### src/rtl/ctrl_pkg.sv
// Shared types and constants for the DataPath hardwired control unit.
package ctrl_pkg;

  // IR field layout
  localparam int unsigned OPC_W  = 5;
  localparam int unsigned REG_W  = 4;
  localparam int unsigned OPC_LSB = 27;
  localparam int unsigned RA_LSB  = 23;
  localparam int unsigned RB_LSB  = 19;
  localparam int unsigned RC_LSB  = 15;

  typedef enum logic [3:0] {
    ST_IDLE,
    ST_T0,
    ST_T1,
    ST_T2,
    ST_T3,
    ST_T4,
    ST_T4W,
    ST_T5,
    ST_T6,
    ST_HALT
  } state_e;

  localparam logic [OPC_W-1:0] OP_ADD  = 5'd3;
  localparam logic [OPC_W-1:0] OP_SUB  = 5'd4;
  localparam logic [OPC_W-1:0] OP_AND  = 5'd5;
  localparam logic [OPC_W-1:0] OP_OR   = 5'd6;
  localparam logic [OPC_W-1:0] OP_MUL  = 5'd15;
  localparam logic [OPC_W-1:0] OP_DIV  = 5'd16;
  localparam logic [OPC_W-1:0] OP_HALT = 5'd27;

  // Single-bit control strobes; register indices and ALU op travel separately.
  typedef struct packed {
    logic rf_out;
    logic pc_out;
    logic ir_out;
    logic ry_out;
    logic rzlo_out;
    logic rzhi_out;
    logic mar_out;
    logic rhi_out;
    logic rlo_out;
    logic mdr_out;
    logic rf_in;
    logic pc_in;
    logic ir_in;
    logic ry_in;
    logic rz_in;
    logic mar_in;
    logic rhi_in;
    logic rlo_in;
    logic mdr_in;
    logic start;
    logic read;
    logic inc_pc;
    logic halted;
  } ctrl_t;

  function automatic logic [2:0] alu_sel(input logic [OPC_W-1:0] opc);
    case (opc)
      OP_ADD:  return 3'd0;
      OP_SUB:  return 3'd1;
      OP_AND:  return 3'd2;
      OP_OR:   return 3'd3;
      OP_MUL:  return 3'd4;
      OP_DIV:  return 3'd5;
      default: return 3'd0;
    endcase
  endfunction

  function automatic logic is_hilo(input logic [OPC_W-1:0] opc);
    return (opc == OP_MUL) || (opc == OP_DIV);
  endfunction

  function automatic logic is_alu_op(input logic [OPC_W-1:0] opc);
    return (opc == OP_ADD) || (opc == OP_SUB) || (opc == OP_AND) ||
           (opc == OP_OR)  || is_hilo(opc);
  endfunction

endpackage

### src/rtl/ctrl_decode.sv
// Combinational state/field decode into the DataPath control vector.
module ctrl_decode
  import ctrl_pkg::*;
#(
  parameter int unsigned OPSEL_W = 6,
  parameter int unsigned RFSEL_W = 4
) (
  input  state_e             state_i,
  input  logic [OPC_W-1:0]   opcode_i,
  input  logic [REG_W-1:0]   ra_i,
  input  logic [REG_W-1:0]   rb_i,
  input  logic [REG_W-1:0]   rc_i,
  output ctrl_t              ctrl_o,
  output logic [RFSEL_W-1:0] rfsel_o,
  output logic [OPSEL_W-1:0] opsel_o
);

  // Moore output table: every strobe defaults low and is raised per state.
  always_comb begin
    ctrl_o  = '0;
    rfsel_o = '0;
    opsel_o = '0;
    case (state_i)
      ST_T0: begin
        ctrl_o.pc_out = 1'b1;
        ctrl_o.mar_in = 1'b1;
        ctrl_o.inc_pc = 1'b1;
        ctrl_o.rz_in  = 1'b1;
      end
      ST_T1: begin
        ctrl_o.rzlo_out = 1'b1;
        ctrl_o.pc_in    = 1'b1;
        ctrl_o.read     = 1'b1;
        ctrl_o.mdr_in   = 1'b1;
      end
      ST_T2: begin
        ctrl_o.mdr_out = 1'b1;
        ctrl_o.ir_in   = 1'b1;
      end
      ST_T3: begin
        ctrl_o.rf_out = 1'b1;
        ctrl_o.ry_in  = 1'b1;
        rfsel_o       = RFSEL_W'(rb_i);
      end
      ST_T4, ST_T4W: begin
        ctrl_o.rf_out = 1'b1;
        ctrl_o.rz_in  = 1'b1;
        ctrl_o.start  = (state_i == ST_T4);
        rfsel_o       = RFSEL_W'(rc_i);
        opsel_o       = OPSEL_W'(alu_sel(opcode_i));
      end
      ST_T5: begin
        ctrl_o.rzlo_out = 1'b1;
        if (is_hilo(opcode_i)) begin
          ctrl_o.rlo_in = 1'b1;
        end else begin
          ctrl_o.rf_in = 1'b1;
          rfsel_o      = RFSEL_W'(ra_i);
        end
      end
      ST_T6: begin
        ctrl_o.rzhi_out = 1'b1;
        ctrl_o.rhi_in   = 1'b1;
      end
      ST_HALT: begin
        ctrl_o.halted = 1'b1;
      end
      default: ;
    endcase
  end

endmodule

### src/rtl/ctrl_sequencer.sv
// Hardwired T0..T6 sequencer for DataPath register-register ALU instructions.
// Optional build macro: SINGLE_STEP_EN (adds the step input; one instruction per step edge).
module ctrl_sequencer
  import ctrl_pkg::*;
#(
  parameter int unsigned OPSEL_W      = 6,
  parameter int unsigned RFSEL_W      = 4,
  parameter int unsigned ALU_WAIT_MAX = 63
) (
  input  logic               Clock,
  input  logic               clear,
  input  logic               run,
  input  logic [31:0]        IRq,
  input  logic               finished,
`ifdef SINGLE_STEP_EN
  input  logic               step,
`endif
  output logic               RFout,
  output logic               PCout,
  output logic               IRout,
  output logic               RYout,
  output logic               RZLOout,
  output logic               RZHIout,
  output logic               MARout,
  output logic               RHIout,
  output logic               RLOout,
  output logic               MDRout,
  output logic               RFin,
  output logic               PCin,
  output logic               IRin,
  output logic               RYin,
  output logic               RZin,
  output logic               MARin,
  output logic               RHIin,
  output logic               RLOin,
  output logic               MDRin,
  output logic [RFSEL_W-1:0] RFSelect,
  output logic [OPSEL_W-1:0] opSelect,
  output logic               start,
  output logic               Read,
  output logic               IncPC,
  output logic               halted,
  output logic               fault
);

  localparam int unsigned CNT_W = $clog2(ALU_WAIT_MAX + 1);
  localparam logic [CNT_W-1:0] CNT_LAST = CNT_W'(ALU_WAIT_MAX - 1);

  state_e           state_q, state_d;
  logic [OPC_W-1:0] opc_q, opc_d;
  logic [REG_W-1:0] ra_q, ra_d;
  logic [REG_W-1:0] rc_q, rc_d;
  logic [CNT_W-1:0] cnt_q, cnt_d;
  logic             fault_q, fault_d;

  logic [OPC_W-1:0] ir_opc;
  logic [REG_W-1:0] ir_ra, ir_rb, ir_rc;
  logic             unused_ir;

  assign ir_opc    = IRq[OPC_LSB +: OPC_W];
  assign ir_ra     = IRq[RA_LSB +: REG_W];
  assign ir_rb     = IRq[RB_LSB +: REG_W];
  assign ir_rc     = IRq[RC_LSB +: REG_W];
  assign unused_ir = ^IRq[RC_LSB-1:0];

  logic   fetch_go;
  state_e after_instr;

`ifdef SINGLE_STEP_EN
  logic step_q;

  // Previous step level for rising-edge detection.
  always_ff @(posedge Clock or posedge clear) begin
    if (clear) step_q <= 1'b0;
    else       step_q <= step;
  end

  assign fetch_go    = run & step & ~step_q;
  assign after_instr = ST_IDLE;
`else
  assign fetch_go    = run;
  assign after_instr = run ? ST_T0 : ST_IDLE;
`endif

  // State, latched IR fields, ALU wait counter and sticky fault.
  always_ff @(posedge Clock or posedge clear) begin
    if (clear) begin
      state_q <= ST_IDLE;
      opc_q   <= '0;
      ra_q    <= '0;
      rc_q    <= '0;
      cnt_q   <= '0;
      fault_q <= 1'b0;
    end else begin
      state_q <= state_d;
      opc_q   <= opc_d;
      ra_q    <= ra_d;
      rc_q    <= rc_d;
      cnt_q   <= cnt_d;
      fault_q <= fault_d;
    end
  end

  // Next-state logic: decode in T3, ALU wait/timeout in T4W.
  always_comb begin
    state_d = state_q;
    opc_d   = opc_q;
    ra_d    = ra_q;
    rc_d    = rc_q;
    cnt_d   = cnt_q;
    fault_d = fault_q;
    case (state_q)
      ST_IDLE: if (fetch_go) state_d = ST_T0;
      ST_T0:   state_d = ST_T1;
      ST_T1:   state_d = ST_T2;
      ST_T2:   state_d = ST_T3;
      ST_T3: begin
        opc_d = ir_opc;
        ra_d  = ir_ra;
        rc_d  = ir_rc;
        if (ir_opc == OP_HALT) begin
          state_d = ST_HALT;
        end else if (!is_alu_op(ir_opc)) begin
          state_d = ST_HALT;
          fault_d = 1'b1;
        end else begin
          state_d = ST_T4;
        end
      end
      ST_T4: begin
        cnt_d   = '0;
        state_d = ST_T4W;
      end
      ST_T4W: begin
        cnt_d = cnt_q + CNT_W'(1);
        if (finished) begin
          state_d = ST_T5;
        end else if (cnt_q == CNT_LAST) begin
          state_d = ST_HALT;
          fault_d = 1'b1;
        end
      end
      ST_T5:   state_d = is_hilo(opc_q) ? ST_T6 : after_instr;
      ST_T6:   state_d = after_instr;
      ST_HALT: state_d = ST_HALT;
      default: state_d = ST_IDLE;
    endcase
  end

  // IR is loaded at the T2->T3 edge, so T3 reads Rb straight from IRq;
  // later states use the fields latched on leaving T3.
  logic [REG_W-1:0] dec_opc_unused;
  assign dec_opc_unused = '0;

  ctrl_t ctrl;

  ctrl_decode #(
    .OPSEL_W (OPSEL_W),
    .RFSEL_W (RFSEL_W)
  ) u_decode (
    .state_i  (state_q),
    .opcode_i (opc_q),
    .ra_i     (ra_q),
    .rb_i     (ir_rb),
    .rc_i     (rc_q),
    .ctrl_o   (ctrl),
    .rfsel_o  (RFSelect),
    .opsel_o  (opSelect)
  );

  assign RFout   = ctrl.rf_out;
  assign PCout   = ctrl.pc_out;
  assign IRout   = ctrl.ir_out;
  assign RYout   = ctrl.ry_out;
  assign RZLOout = ctrl.rzlo_out;
  assign RZHIout = ctrl.rzhi_out;
  assign MARout  = ctrl.mar_out;
  assign RHIout  = ctrl.rhi_out;
  assign RLOout  = ctrl.rlo_out;
  assign MDRout  = ctrl.mdr_out;
  assign RFin    = ctrl.rf_in;
  assign PCin    = ctrl.pc_in;
  assign IRin    = ctrl.ir_in;
  assign RYin    = ctrl.ry_in;
  assign RZin    = ctrl.rz_in;
  assign MARin   = ctrl.mar_in;
  assign RHIin   = ctrl.rhi_in;
  assign RLOin   = ctrl.rlo_in;
  assign MDRin   = ctrl.mdr_in;
  assign start   = ctrl.start;
  assign Read    = ctrl.read;
  assign IncPC   = ctrl.inc_pc;
  assign halted  = ctrl.halted;
  assign fault   = fault_q;

  logic [9:0] bus_drv;
  assign bus_drv = {RFout, PCout, IRout, RYout, RZLOout, RZHIout, MARout, RHIout, RLOout, MDRout};

  a_bus_onehot: assert property (@(posedge Clock) disable iff (clear) $onehot0(bus_drv));

endmodule

### config.mk
export PLATFORM = sky130hd
export DESIGN_NAME = ctrl_sequencer
export DESIGN_NICKNAME = d
export VERILOG_FILES = /design/src/rtl/ctrl_pkg.sv /design/src/rtl/ctrl_decode.sv /design/src/rtl/ctrl_sequencer.sv
export SDC_FILE = /design/constraint.sdc
export NUM_CORES = 1
export LEC_CHECK = 0
export BUFFER_PORTS_ARGS = -buffer_cell sky130_fd_sc_hd__buf_2
export CORE_AREA = 3 3 61 63
export CTS_BUF_LIST = sky130_fd_sc_hd__clkbuf_4 sky130_fd_sc_hd__clkbuf_8
export DETAILED_ROUTE_END_ITERATION = 8
export DIE_AREA = 0 0 64 66
export PLACE_DENSITY = 0.85
export SLEW_MARGIN = 25
export SYNTH_ARGS = -nofsm -noshare
export SYNTH_HDL_FRONTEND = slang
export SYNTH_SLANG_ARGS = --single-unit
### constraint.sdc
create_clock -name Clock -period 2 [get_ports Clock]
set_input_delay 0.1 -clock Clock [delete_from_list [all_inputs] [get_ports Clock]]
set_output_delay 0.1 -clock Clock [all_outputs]
set_load 0.01 [all_outputs]
# Yosys cells after proc, flatten, opt, wreduce, memory -nomap -nowiden
# Cells that the tools add are included.
dict set report totals {
  reg_bits 24
  latch_bits 0
  mem_bits_rw 0
  mem_bits_ro 0
  in_bits 36
  out_inout_bits 34
  elab_cells 82
  mem_count 0
}
dict set report op_classes {
  add_sub_neg 1
  mul 0
  div 0
  magnitude_cmp 0
  n_eq_ne 28
  n_shift 0
  mux 32
  bitwise_logic 0
  reduce_logical 15
}
# operator count
set op_table {}
lappend op_table {{$pmux W4 S10} 1}
lappend op_table {{$eq A5 B3 Y1 const B} 6}
lappend op_table {{$mux W4} 7}
lappend op_table {{$mux W1} 19}
lappend op_table {{$eq A4 B3 Y1 const B} 4}
lappend op_table {{$eq A5 B5 Y1 const B} 3}
lappend op_table {{$pmux W3 S5} 1}
lappend op_table {{$pmux W4 S3} 1}
lappend op_table {{$pmux W6 S2} 1}
lappend op_table {{$eq A5 B4 Y1 const B} 2}
lappend op_table {{$ne A2 B2 Y1 const B} 5}
lappend op_table {{$eq A4 B2 Y1 const B} 2}
lappend op_table {{$eq A4 B4 Y1 const B} 2}
lappend op_table {{$add A6 B1 Y6 const B} 1}
lappend op_table {{$eq A6 B6 Y1 const B} 1}
lappend op_table {{$logic_or A1 B1 Y1} 6}
lappend op_table {{$reduce_or A3 Y1} 2}
lappend op_table {{$eq A5 B2 Y1 const B} 1}
lappend op_table {{$reduce_and A5 Y1} 1}
lappend op_table {{$eq A4 B1 Y1 const B} 1}
lappend op_table {{$logic_not A4 Y1} 1}
lappend op_table {{$reduce_bool A2 Y1} 2}
lappend op_table {{$reduce_or A2 Y1} 2}
lappend op_table {{$mux W3} 1}
lappend op_table {{other kinds (3)} 3}

# Depth between registers and ports, before layout
# Gate-level depths: netlist of run 1.
dict set report logic_depth {
  ltp_word 8
  ltp_mapped 6
  mapped_depth_nobuf 6
}

# Hierarchy
# From an unflattened synthesis of run 1, not the netlist that was laid out.
dict set report hier_totals {
  hier_cells 202
  area_unflattened_um2 1866.8
}
# mod instances cells_per_inst area_each_um2
set by_module_without_submodules {}
lappend by_module_without_submodules {ctrl_sequencer 1 142 1425.1}
lappend by_module_without_submodules {ctrl_decode 1 60 441.7}

# Worst setup path before layout of run 1
# No wires, ideal clock.
dict set report synth_timing {
  path_kind {register -> register}
  from {register opc_q[1]}
  to {register state_q[3]}
  setup_ps 99
  arrival_time_ps 1718
  required_time_ps 1901
  path_slack_ps 182
  path_stages_with_launch 5
  path_buffers 0
  synth_period_minus_slack_ps 1818
  cell_sequence {dfrtp_1 or3b_1 o32a_4 a2111o_1 a311oi_1}
}
dict set report synth_via {
  elab_chain_cells 4
  elab_cells_between_ends 5
}
# element line
set synth_lines {}
lappend synth_lines {{start: declaration} ctrl_sequencer.sv:50} ;# logic [OPC_W-1:0] opc_q, opc_d;
lappend synth_lines {{start signal: assignment} ctrl_sequencer.sv:96} ;# opc_q <= opc_d;
lappend synth_lines {{$eq A5 B4 Y1 or $eq A5 B5 Y1 (tied branches)} ctrl_pkg.sv:73} ;# return (opc == OP_MUL) || (opc == OP_DIV);
lappend synth_lines {{$logic_or A1 B1 Y1 *} ctrl_pkg.sv:73}
lappend synth_lines {{$mux W4 *} ctrl_sequencer.sv:143} ;# ST_T5: state_d = is_hilo(opc_q) ? ST_T6 : after_instr;
lappend synth_lines {{$pmux W4 S10 *} ctrl_sequencer.sv:112} ;# case (state_q)
lappend synth_lines {{end signal: assignment} ctrl_sequencer.sv:95} ;# state_q <= state_d;
lappend synth_lines {{end: declaration} ctrl_sequencer.sv:49} ;# state_e state_q, state_d;
# Mark *: on every way between the ends. The rest lies on a longest branch, timed or not.
# A chain may end at the register's enable or synchronous reset.

# Worst setup path after layout of run 1
dict set report layout_timing {
  from {register opc_q[2]}
  to {output RFSelect[0]}
}
dict set report layout_via {
  elab_chain_cells 4
  elab_cells_between_ends 5
}
# element line
set layout_lines {}
lappend layout_lines {{$eq A5 B4 Y1 or $eq A5 B5 Y1 (tied branches)} ctrl_pkg.sv:73}
lappend layout_lines {{$logic_or A1 B1 Y1 *} ctrl_pkg.sv:73}
lappend layout_lines {{$mux W4 *} ctrl_decode.sv:54} ;# if (is_hilo(opcode_i)) begin
lappend layout_lines {{$pmux W4 S3 *} ctrl_decode.sv:23} ;# case (state_i)
lappend layout_lines {{end: declaration} ctrl_sequencer.sv:37} ;# output logic [RFSEL_W-1:0] RFSelect,
# Marks and branches as above.

==> results.rst, run 1 <==
.. list-table::
   :header-rows: 1

   * - Metric
     - Value
   * - Routed length per instance
     - 13.2 um
   * - Xor/xnor cell area share of the yosys netlist
     - 0.0222
   * - Count of flip-flops with a built-in enable after synthesis
     - 0
   * - Violations in the final reports
     - setup timing
   * - Slowest cell on the critical path
     - sky130_fd_sc_hd__dfrtp_1
   * - Number of DRC markers after the initial detailed-route iteration
     - 45
   * - Highest attainable clock frequency
     - 0.467 GHz
   * - Top cell type's share of synthesized area
     - 0.380
   * - Routed vias
     - 1363
   * - Clk_lat worst skew
     - approximately 0.32 ns
   * - Worst-case clock skew
     - 0.00470 ns
   * - CP Launch Type
     - register
   * - Placed standard-cell area
     - approximately 1800 um2
   * - Final number of max-transition violations
     - 0
   * - Relative contribution of the clock network to total power
     - 0.104
   * - DRC errors left
     - 0
   * - Critical path class
     - reg2out
   * - Mapped Cells
     - 167
   * - Cell-by-cell trace of the critical path
     - or3b_4 -> o32a_4 -> and3_4 -> a221o_1 -> buf_2
   * - Total global-route track usage
     - 0.167
   * - Cell internal power dissipation
     - 1460 uW
   * - Result of the run
     - complete, but fails checks
   * - Overall overflow remaining after global route
     - 0
   * - Setup repair after global routing missed its margin
     - true
   * - DRT antenna net count
     - 0
   * - Wire length of the first global-routing pass
     - 5620 um
   * - Sw power
     - approximately 1000 uW
   * - Cell area after synthesis
     - 1580 um2
   * - Leakage Power
     - approximately 0.0009 uW
   * - Initial core utilization
     - 0.481
   * - Distinct cell type count of the synthesized netlist
     - 46
   * - Most common library cell in the layout ignoring fill and taps
     - sky130_fd_sc_hd__buf_2
   * - Total non-filler cell area in the finished layout
     - between 1500 and 2000 um2
   * - Synthesized-area fraction occupied by adder cells
     - 0.0158
   * - Post-place setup slack
     - between 0.1 and 0.15 ns
   * - Number of buffers created by CTS
     - 3
   * - Die X-Extent
     - approximately 64 um
   * - Main combinational cell family by area after synthesis
     - simple AND/OR/NAND/NOR gates
   * - Simple-gate area share of the yosys netlist
     - 0.196
   * - Post-synthesis compound-gate area fraction
     - 0.172
   * - Final Setup Violations
     - 7
   * - Warnings from Yosys
     - 0
   * - TritonCTS clock tree
     - done
   * - Vert. Die Dim
     - 66 um
   * - Antenna cell count
     - 0
   * - Part of the power in combinational logic
     - 0.558
   * - Net count of the finished layout
     - ~250
   * - Async S/R FF share, synth
     - 1.00
   * - Share of final-layout standard cells stronger than drive strength 1
     - 0.397
   * - Dominant register cell in the synthesized netlist
     - sky130_fd_sc_hd__dfrtp_1
   * - Critical path capture point type
     - output port
   * - Std-Cell Core Area
     - 3280 um2
   * - Final hold violations
     - 0
   * - Worst ir drop on vdd
     - 703 uV
   * - Total wirelength of the detailed-routed design
     - 3420 um
   * - Total of buffers placed on input and output ports
     - 46
   * - Length of the first detailed-routing pass in iterations
     - 4
   * - Required arrival time at the worst endpoint
     - 1.90 ns
   * - Clock transition at the registers of the reported paths
     - 0.13 ns
   * - Syn avg cell area
     - 9.46 um2
   * - Library cell used as clock root buffer
     - sky130_fd_sc_hd__clkbuf_4
   * - Count of standard-cell rows
     - 21
   * - Pin count of the biggest net entering global routing
     - 25
   * - Sequential fraction of the synthesis area
     - 0.380
   * - Boundary pin count
     - 70
   * - Net switching share of the total power
     - 0.411
   * - Max-cap violation count
     - 0
   * - Final critical-path setup slack
     - -0.141 ns
   * - Multiplexer share of the synthesized area
     - 0.0990
   * - Die ar.
     - between 4000 and 5000 um2
   * - Flip-flop and latch count after synthesis
     - 24
   * - CP max stage delay
     - 0.41 ns
   * - Synth top area cells
     - sky130_fd_sc_hd__dfrtp_1 38%, sky130_fd_sc_hd__mux2_2 9.3%, sky130_fd_sc_hd__buf_4 6.7%
   * - CP arrival
     - 2.04 ns
   * - Clk sinks
     - 24
   * - Number of global-route vias before repair
     - 1254
   * - Area Overhead vs Synth
     - 19.3%
   * - Antenna violations before repair
     - 0
   * - Highest net fanout along the worst path
     - 4
   * - Hold/Removal Path Class
     - in2reg
   * - Yosys top cell by area
     - sky130_fd_sc_hd__dfrtp_1
   * - Vias per cell
     - 5.24
   * - Final HPWL DP
     - between 2000 and 3000 um
   * - Final weighted congestion of routability-driven global placement
     - about 0.8
   * - Min cycle time layout
     - about 2.1 ns
   * - Power density cells
     - about 1300 nW/um2
   * - Commonest cells after routing, fill and taps aside
     - 46 x sky130_fd_sc_hd__buf_2, 24 x sky130_fd_sc_hd__dfrtp_1, 13 x sky130_fd_sc_hd__mux2_2, 11 x sky130_fd_sc_hd__o21ai_0
   * - Clock buffer depth
     - 2
   * - Final cycle utilization of the critical path
     - 1.07
   * - Part of the power in registers
     - 0.339
   * - Number of levels the H-tree was split into
     - 1
==> area by class of cell <==
cell class / instances / area, um2
clock buffers: 4 / 36.3
fillers: 319 / 1400
inverters: 5 / 18.8
multi-input cells: 123 / 845
flip-flops and latches: 24 / 601
well taps: 46 / 57.6
repair buffers: 58 / 325
==> metal layers <==
layer	vias to the layer above	global-route usage	wire length, um
li1	675	-	-
met1	648	0.200	1430
met2	35	0.306	1800
met3	5	0.0238	154
met4	0	0.0512	40
met5	-	0	0
==> per-stage QoR <==
step / power (uW) / utilization / cells / hold slack (ns) / TNS, ns
global placement: 2110 / 0.544 / 251 / 0.160 / 0
floorplan: 1850 / - / 174 / 0.115 / 0
global route: 2680 / 0.573 / 260 / 0.00162 / -1.07
finish: 2470 / 0.573 / 260 / 0.00331 / -0.532
detailed placement: 2150 / 0.544 / 251 / 0.160 / 0
CTS: 2460 / 0.568 / 258 / 0.000545 / -0.870
==> kinds of logic (layout without fill, tap and decap cells) <==
group,Yosys count,count (layout)
compound gates,38,38
buf+inv,27,67
mux,14,14
other cells,1,8
flops,24,24
simple gates,57,57
xor+xnor,4,4
fa+ha+maj,2,2
==> final timing paths <==
path | cells after the start | startpoint | endpoint | slack (ns)
min in group asynchronous | 4 | clear | state_q[3] | 0.35
min | 2 | IRq[17] | rc_q[2] | 0.003
max | 5 | opc_q[2] | RFSelect[0] | -0.14
max in group asynchronous | 4 | clear | cnt_q[1] | 1.42
min reg2reg | 1 | cnt_q[5] | cnt_q[5] | 0.49
max reg2reg | 5 | opc_q[2] | state_q[3] | -0.02
==> power groups by stage <==
stage | clock [uW] | combinational (uW) | sequential, uW
floorplan | 0 | 1040 | 809
global placement | 0 | 1280 | 829
detailed placement | 0 | 1310 | 841
CTS | 264 | 1370 | 832
global route | 286 | 1530 | 870
finish | 257 | 1380 | 837
==> synthesized netlist by cell type, drive strengths merged, types with 3 or more instances <==
cell,n
inv,5
nor2,10
mux2,13
o21ai,12
and3,4
a21oi,8
nor4,3
nor3,9
nand2,10
nand2b,6
buf,19
a221o,3
dfrtp,24
nand3,4
clkbuf,3
==> flip-flops by register name, indices dropped and copies added, names as in the netlist <==
name,flops
opc_q,5
state_q,4
ra_q,4
rc_q,4
fault,1
cnt_q,6
==> repair_timing <==
item | CTS | global route
resized for setup | 6 | 0
hold buffers | 1 | 1
hold endpoints to repair | 24 | 1
setup endpoints to repair | 5 | 9
pin swaps | 5 | 1
setup buffers | 2 | 1
==> critical path, delay by kind of cell, from the launching register on <==
family / cells / cell delay, ns
AOI/OAI and AO/OA: 2 / 0.62
buffers and inverters: 1 / 0.14
DFF: 1 / 0.41
and+or+nand+nor: 2 / 0.55
(Power assumes the default switching activity.)
==> run 2, diff against run 1 <==
- GPL_TIMING_DRIVEN: default -> 0
==> run 2 against run 1 <==
The flow still finishes with violations (setup timing). Clock power down 18%. Global-route usage up 0.83 points. Flip-flop and latch count unchanged. Clock skew down 0.0028 ns. Design area up 11%. First-iteration DRC count up 33%. Total power up 6.9%. Critical path type unchanged. Critical endpoint is now RFSelect[2].
==> results.rst, run 2 (synthesis gave the netlist of run 1 again) <==
.. list-table::
   :header-rows: 1

   * - Metric
     - Value
   * - Number of DRC markers after the initial detailed-route iteration
     - 60
   * - Most flops, register
     - cnt_q
   * - Placed cell count
     - between 200 and 300
   * - TritonCTS clock tree
     - done
   * - DRT antenna net count
     - 0
   * - CP arrival
     - 2.04 ns
   * - Antenna violations before repair
     - 0
   * - Violations in the final reports
     - setup timing
   * - Storage cell area
     - 603 um2
   * - Routed vias
     - 1502
   * - Overall overflow remaining after global route
     - 0
   * - Total wirelength of the detailed-routed design
     - 3820 um
   * - Die ar.
     - about 4200 um2
   * - Largest registers in the final layout
     - cnt_q (6), opc_q (5)
   * - Clock transition at the registers of the reported paths
     - 0.12 ns
   * - Worst ir drop on vdd
     - 840 uV
   * - Result of the run
     - complete, but fails checks
   * - Total global-route track usage
     - 0.175
   * - Vert. Die Dim
     - 66 um
   * - Post-layout instance count excluding filler cells
     - 282
   * - Library cell used as clock root buffer
     - sky130_fd_sc_hd__clkbuf_4
   * - Smallest hold slack
     - 0.0131 ns
   * - Boundary pin count
     - 70
   * - Worst-case clock skew
     - 0.00189 ns
   * - Net count of the finished layout
     - between 200 and 300
   * - Total non-filler cell area in the finished layout
     - 2080 um2
   * - Area used by multi-input combinational logic
     - 870 um2
   * - Die X-Extent
     - 64 um
   * - Final Setup Violations
     - 7
   * - Hold/Removal Path Class
     - in2reg
   * - Cell internal power dissipation
     - between 1500 and 2000 uW
   * - Wire length of the first global-routing pass
     - 5890 um
   * - Area Overhead vs Synth
     - 31.9%
   * - Worst reg-to-reg setup slack
     - -0.07 ns
   * - Number of global-route vias before repair
     - about 1300
   * - Top delay family on crit path
     - compound AO/OA/AOI/OAI gates
   * - CP Launch Type
     - register
   * - Sw power
     - 1090 uW
   * - Setup repair after global routing missed its margin
     - true
   * - Part of the power in combinational logic
     - 0.591
   * - Cell-by-cell trace of the critical path
     - or3b_4 -> o32a_4 -> and3_4 -> a221o_1 -> buf_2
   * - Highest net fanout along the worst path
     - 4
   * - Leakage Power
     - 0.000994 uW
   * - Final critical-path setup slack
     - -0.141 ns
   * - Count of standard-cell rows
     - 21
   * - Total of buffers placed on input and output ports
     - 45
   * - Worst-case headroom to the max-slew limit
     - 0.414
   * - Critical path class
     - reg2out
   * - Clk sinks
     - 24
   * - Most common library cell in the layout ignoring fill and taps
     - sky130_fd_sc_hd__buf_2
   * - Placed standard-cell area
     - 1890 um2
   * - Commonest cells after routing, fill and taps aside
     - 46 x sky130_fd_sc_hd__buf_2, 22 x sky130_fd_sc_hd__buf_4, 22 x sky130_fd_sc_hd__dfrtp_1, 13 x sky130_fd_sc_hd__mux2_2, 11 x sky130_fd_sc_hd__o21ai_0
   * - Final hold violations
     - 0
   * - Slowest cell on the critical path
     - sky130_fd_sc_hd__dfrtp_1
   * - Final number of max-transition violations
     - 0
   * - Std-Cell Core Area
     - 3280 um2
   * - Number of levels the H-tree was split into
     - 1
   * - Min cycle time layout
     - 2.14 ns
   * - Relative contribution of the clock network to total power
     - 0.080
   * - Routed length per instance
     - 13.5 um
   * - Part of the power in registers
     - 0.329
   * - Number of buffers created by CTS
     - 3
   * - Final cycle utilization of the critical path
     - 1.07
   * - Initial core utilization
     - 0.481
   * - DRC errors left
     - 0
   * - Clk_lat worst skew
     - between 0.3 and 0.4 ns
   * - Vias per cell
     - 5.33
   * - Clock buffer depth
     - 2
   * - Antenna cell count
     - 0
   * - Critical path capture point type
     - output port
   * - Required arrival time at the worst endpoint
     - 1.90 ns
   * - Share of final-layout standard cells stronger than drive strength 1
     - 0.445
   * - CP max stage delay
     - roughly 0.41 ns
   * - Fillers
     - 290
   * - Power density cells
     - 1270 nW/um2
   * - Tightest Pin Transition
     - 0.873 ns
   * - Worst path buffer plus inverter count
     - 1
   * - Pin count of the biggest net entering global routing
     - 25
   * - Final weighted congestion of routability-driven global placement
     - 0.848
   * - Max-cap violation count
     - 0
   * - Total power of the final layout
     - 2640 uW
   * - Length of the first detailed-routing pass in iterations
     - 4
   * - Net switching share of the total power
     - 0.412
   * - Highest attainable clock frequency
     - 0.467 GHz
   * - Flip-flop count of the largest register, all copies and words added
     - 6
   * - Final HPWL DP
     - between 2000 and 3000 um
## run 2: changes by cell type in the layout (fill, tap and decap cells not counted), moves of 2 or more
cell / change
sky130_fd_sc_hd__buf_6: +3
sky130_fd_sc_hd__dfrtp_1: -2
sky130_fd_sc_hd__clkbuf_1: +2
sky130_fd_sc_hd__buf_4: +12
sky130_fd_sc_hd__dlygate4sd3_1: +5
sky130_fd_sc_hd__dfrtp_2: +2
## run 2: repair_timing
action / in CTS / in global routing
setup endpoints to repair: 15 / 11
gates resized for setup: 10 / 3
hold buffers: 3 / 4
buffers inserted: 3 / 5
hold endpoints to repair: 26 / 4
pin swaps: 5 / 3
cloned: 0 / 0
## run 2: through the flow
step	TNS (ns)	utilization	worst slack, ns
6_report	-0.633	0.634	-0.141
5_1_grt	-1.25	0.634	-0.199
4_1_cts	-0.920	0.607	-0.178
3_5_place_dp	-0.226	0.575	-0.0479
3_3_place_gp	-0.110	0.575	-0.0243
2_1_floorplan	0	-	0.182
## run 2: routing by layer
metal,vias up,share of wire,track usage
met2,47,0.50,0.303
met1,716,0.42,0.211
li1,724,-,-
met3,15,0.046,0.0255
met4,0,0.036,0.0863
met5,-,0,0
## run 2: cell type report
| class | count | area share |
|---|---|---|
| Timing Repair Buffer | 60 | 0.171 |
| Sequential cell | 24 | 0.290 |
| Clock buffer | 3 | 0.0108 |
| Multi-Input combinational cell | 123 | 0.418 |
| Buffer | 21 | 0.0745 |
| Inverter | 5 | 0.00901 |
| Tap cell | 46 | 0.0276 |
## run 2: path summary, 6_finish.rpt
path | cells past startpoint | startpoint | end
max in group asynchronous | 3 | clear | state_q[0]
max | 5 | opc_q[1] | RFSelect[2]
max reg2reg | 5 | opc_q[1] | state_q[3]
min in group asynchronous | 3 | clear | opc_q[3]
min reg2reg | 1 | cnt_q[5] | cnt_q[5]
min | 2 | IRq[18] | rc_q[3]
## run 2: power groups by stage
| stage | Combinational [uW] | Clock (uW) | Sequential [uW] |
|---|---|---|---|
| after global placement | 1370 | 0 | 832 |
| after CTS | 1480 | 217 | 858 |
| after global routing | 1710 | 246 | 901 |
| final | 1560 | 211 | 870 |
| after floorplan | 1040 | 0 | 809 |
| after detailed placement | 1410 | 0 | 843 |
==> run 3, diff against run 2 <==
- SKIP_CTS_REPAIR_TIMING: default -> 1
==> run 3 against run 2 <==
The run still ends with setup timing left. Wire length decreased by 6.3%. Sequential share of layout area increased by 0.60 points. Non-clock buffer count decreased by 5. Worst setup slack got worse by 0.065 ns. Critical path depth unchanged. Design area decreased by 2.0%. Die area unchanged. Clock power about the same. Register-to-register slack got worse by 0.04 ns. Clock skew increased by 0.0027 ns. Critical path type unchanged. Largest power group unchanged.
==> results.rst, run 3 (synthesis gave the netlist of run 1 again) <==
.. list-table::
   :header-rows: 1

   * - Metric
     - Value
   * - Number of DRC markers after the initial detailed-route iteration
     - 59
   * - Tightest Pin Transition
     - 0.847 ns
   * - Relative contribution of the clock network to total power
     - 0.083
   * - Final HPWL DP
     - 2660 um
   * - Length of the first detailed-routing pass in iterations
     - 4
   * - Slowest cell on the critical path
     - sky130_fd_sc_hd__dfrtp_1
   * - CP arrival
     - 2.11 ns
   * - Die X-Extent
     - 64 um
   * - Cell-by-cell trace of the critical path
     - or3b_4 -> o32a_4 -> and3_4 -> a221o_1 -> buf_2
   * - Clk_lat worst skew
     - 0.32 ns
   * - Count of standard-cell rows
     - 21
   * - Vert. Die Dim
     - 66 um
   * - Highest net fanout along the worst path
     - 7
   * - Final cycle utilization of the critical path
     - 1.10
   * - Die ar.
     - around 4200 um2
   * - Routed vias
     - 1460
   * - Max-cap violation count
     - 0
   * - Final Setup Violations
     - 5
   * - Worst-case headroom to the max-slew limit
     - 0.432
   * - Most common library cell in the layout ignoring fill and taps
     - sky130_fd_sc_hd__buf_2
   * - Vias per cell
     - 5.27
   * - Total power of the final layout
     - 2580 uW
   * - Required arrival time at the worst endpoint
     - 1.90 ns
   * - Net count of the finished layout
     - 271
   * - Clock buffer depth
     - 2
   * - Antenna violations before repair
     - 0
   * - Met2 Usage GRT
     - 0.285
   * - Final critical-path setup slack
     - -0.206 ns
   * - Total wirelength of the detailed-routed design
     - 3580 um
   * - Commonest cells after routing, fill and taps aside
     - 46 x sky130_fd_sc_hd__buf_2, 22 x sky130_fd_sc_hd__dfrtp_1, 19 x sky130_fd_sc_hd__buf_4, 13 x sky130_fd_sc_hd__mux2_2, 11 x sky130_fd_sc_hd__o21ai_0
   * - Violations in the final reports
     - setup timing
   * - Flip-flop count of the largest register, all copies and words added
     - 6
   * - Std-Cell Core Area
     - 3280 um2
   * - Placed standard-cell area
     - 1890 um2
   * - Grt met1 use
     - 0.203
   * - Most flops, register
     - cnt_q
   * - Pin count of the biggest net entering global routing
     - 25
   * - Min cycle time layout
     - 2.21 ns
   * - Boundary pin count
     - 70
   * - Total non-filler cell area in the finished layout
     - roughly 2000 um2
   * - Net switching share of the total power
     - 0.412
   * - Final weighted congestion of routability-driven global placement
     - 0.848
   * - Initial core utilization
     - 0.481
   * - TritonCTS clock tree
     - done
   * - Final hold violations
     - 0
   * - Sw power
     - roughly 1100 uW
   * - Clk sinks
     - 24
   * - CP Launch Type
     - register
   * - Most utilized layer in the global route result
     - met2
   * - Wire length of the first global-routing pass
     - 5580 um
   * - Result of the run
     - complete, but fails checks
   * - Clock transition at the registers of the reported paths
     - between 0.1 and 0.15 ns
   * - Number of global-route vias before repair
     - 1301
   * - Critical path class
     - reg2out
   * - Antenna cell count
     - 0
   * - Overall overflow remaining after global route
     - 0
   * - Hold/Removal Path Class
     - in2reg
   * - Number of levels the H-tree was split into
     - 1
   * - Worst ir drop on vdd
     - 842 uV
   * - Largest registers in the final layout
     - cnt_q (6), opc_q (5)
   * - Smallest hold slack
     - 0.00145 ns
   * - Share of final-layout standard cells stronger than drive strength 1
     - 0.442
   * - DRC errors left
     - 0
   * - Cell internal power dissipation
     - 1520 uW
   * - CP max stage delay
     - approximately 0.42 ns
   * - Total global-route track usage
     - 0.166
   * - Total Negative Setup Slacks
     - -0.822 ns
   * - Total of buffers placed on input and output ports
     - 45
   * - Highest attainable clock frequency
     - ~0.45 GHz
   * - Worst reg-to-reg setup slack
     - -0.11 ns
   * - Power density cells
     - 1270 nW/um2
   * - Routed length per instance
     - ~13 um
   * - Final number of max-transition violations
     - 0
   * - Leakage Power
     - roughly 0.00097 uW
   * - Met3 global-route usage
     - 0.0238
   * - Critical path capture point type
     - output port
   * - Area Overhead vs Synth
     - 29.2%
   * - Number of buffers created by CTS
     - 3
   * - Part of the power in combinational logic
     - 0.580
   * - Library cell used as clock root buffer
     - sky130_fd_sc_hd__clkbuf_4
   * - Fillers
     - 300
   * - Part of the power in registers
     - 0.337
   * - DRT antenna net count
     - 0
   * - Setup repair after global routing missed its margin
     - true
   * - Worst-case clock skew
     - between 0.004 and 0.005 ns
## run 3: layout make-up
type | count | area (um2) | area share
multi-input cells | 123 | 870 | 0.426
flip-flops and latches | 24 | 603 | 0.296
repair buffers | 55 | 313 | 0.153
plain buffers | 21 | 155 | 0.0761
well taps | 46 | 57.6 | 0.0282
clock buffers | 3 | 22.5 | 0.0110
inverters | 5 | 18.8 | 0.00920
## run 3: routing by layer
layer | up-vias | part of all wire
li1 | 713 | -
met1 | 705 | 0.42
met2 | 33 | 0.52
met3 | 9 | 0.039
met4 | 0 | 0.020
met5 | - | 0
## run 3: stage by stage
stage	std cells	setup WS, ns	utilization
finish	277	-0.206	0.621
global route	277	-0.285	0.621
CTS	268	-0.336	0.582
detailed placement	265	-0.0479	0.575
global placement	265	-0.0243	0.575
floorplan	174	0.182	-
## run 3: power groups by stage
| stage | clock [uW] | sequential [uW] | combinational, uW |
|---|---|---|---|
| after floorplan | 0 | 809 | 1040 |
| after global placement | 0 | 832 | 1370 |
| after detailed placement | 0 | 843 | 1410 |
| after CTS | 217 | 830 | 1410 |
| after global routing | 244 | 902 | 1640 |
| final | 214 | 869 | 1500 |
## run 3: final timing paths
kind / startpoint / cells after the start / end
setup reg to reg: opc_q[2] / 5 / state_q[3]
hold / removal: IRq[23] / 2 / ra_q[0]
setup / recovery: opc_q[2] / 5 / RFSelect[3]
hold reg to reg: cnt_q[5] / 1 / cnt_q[5]
max in group asynchronous: clear / 3 / state_q[1]
min in group asynchronous: clear / 3 / opc_q[4]
## run 3: critical path: cells and delay by family, from the launching register on
family	cells	cell delay, ns
AND/OR/NAND/NOR	2	0.59
buffers and inverters	1	0.14
AO/OA/AOI/OAI	2	0.65
flip-flops	1	0.42
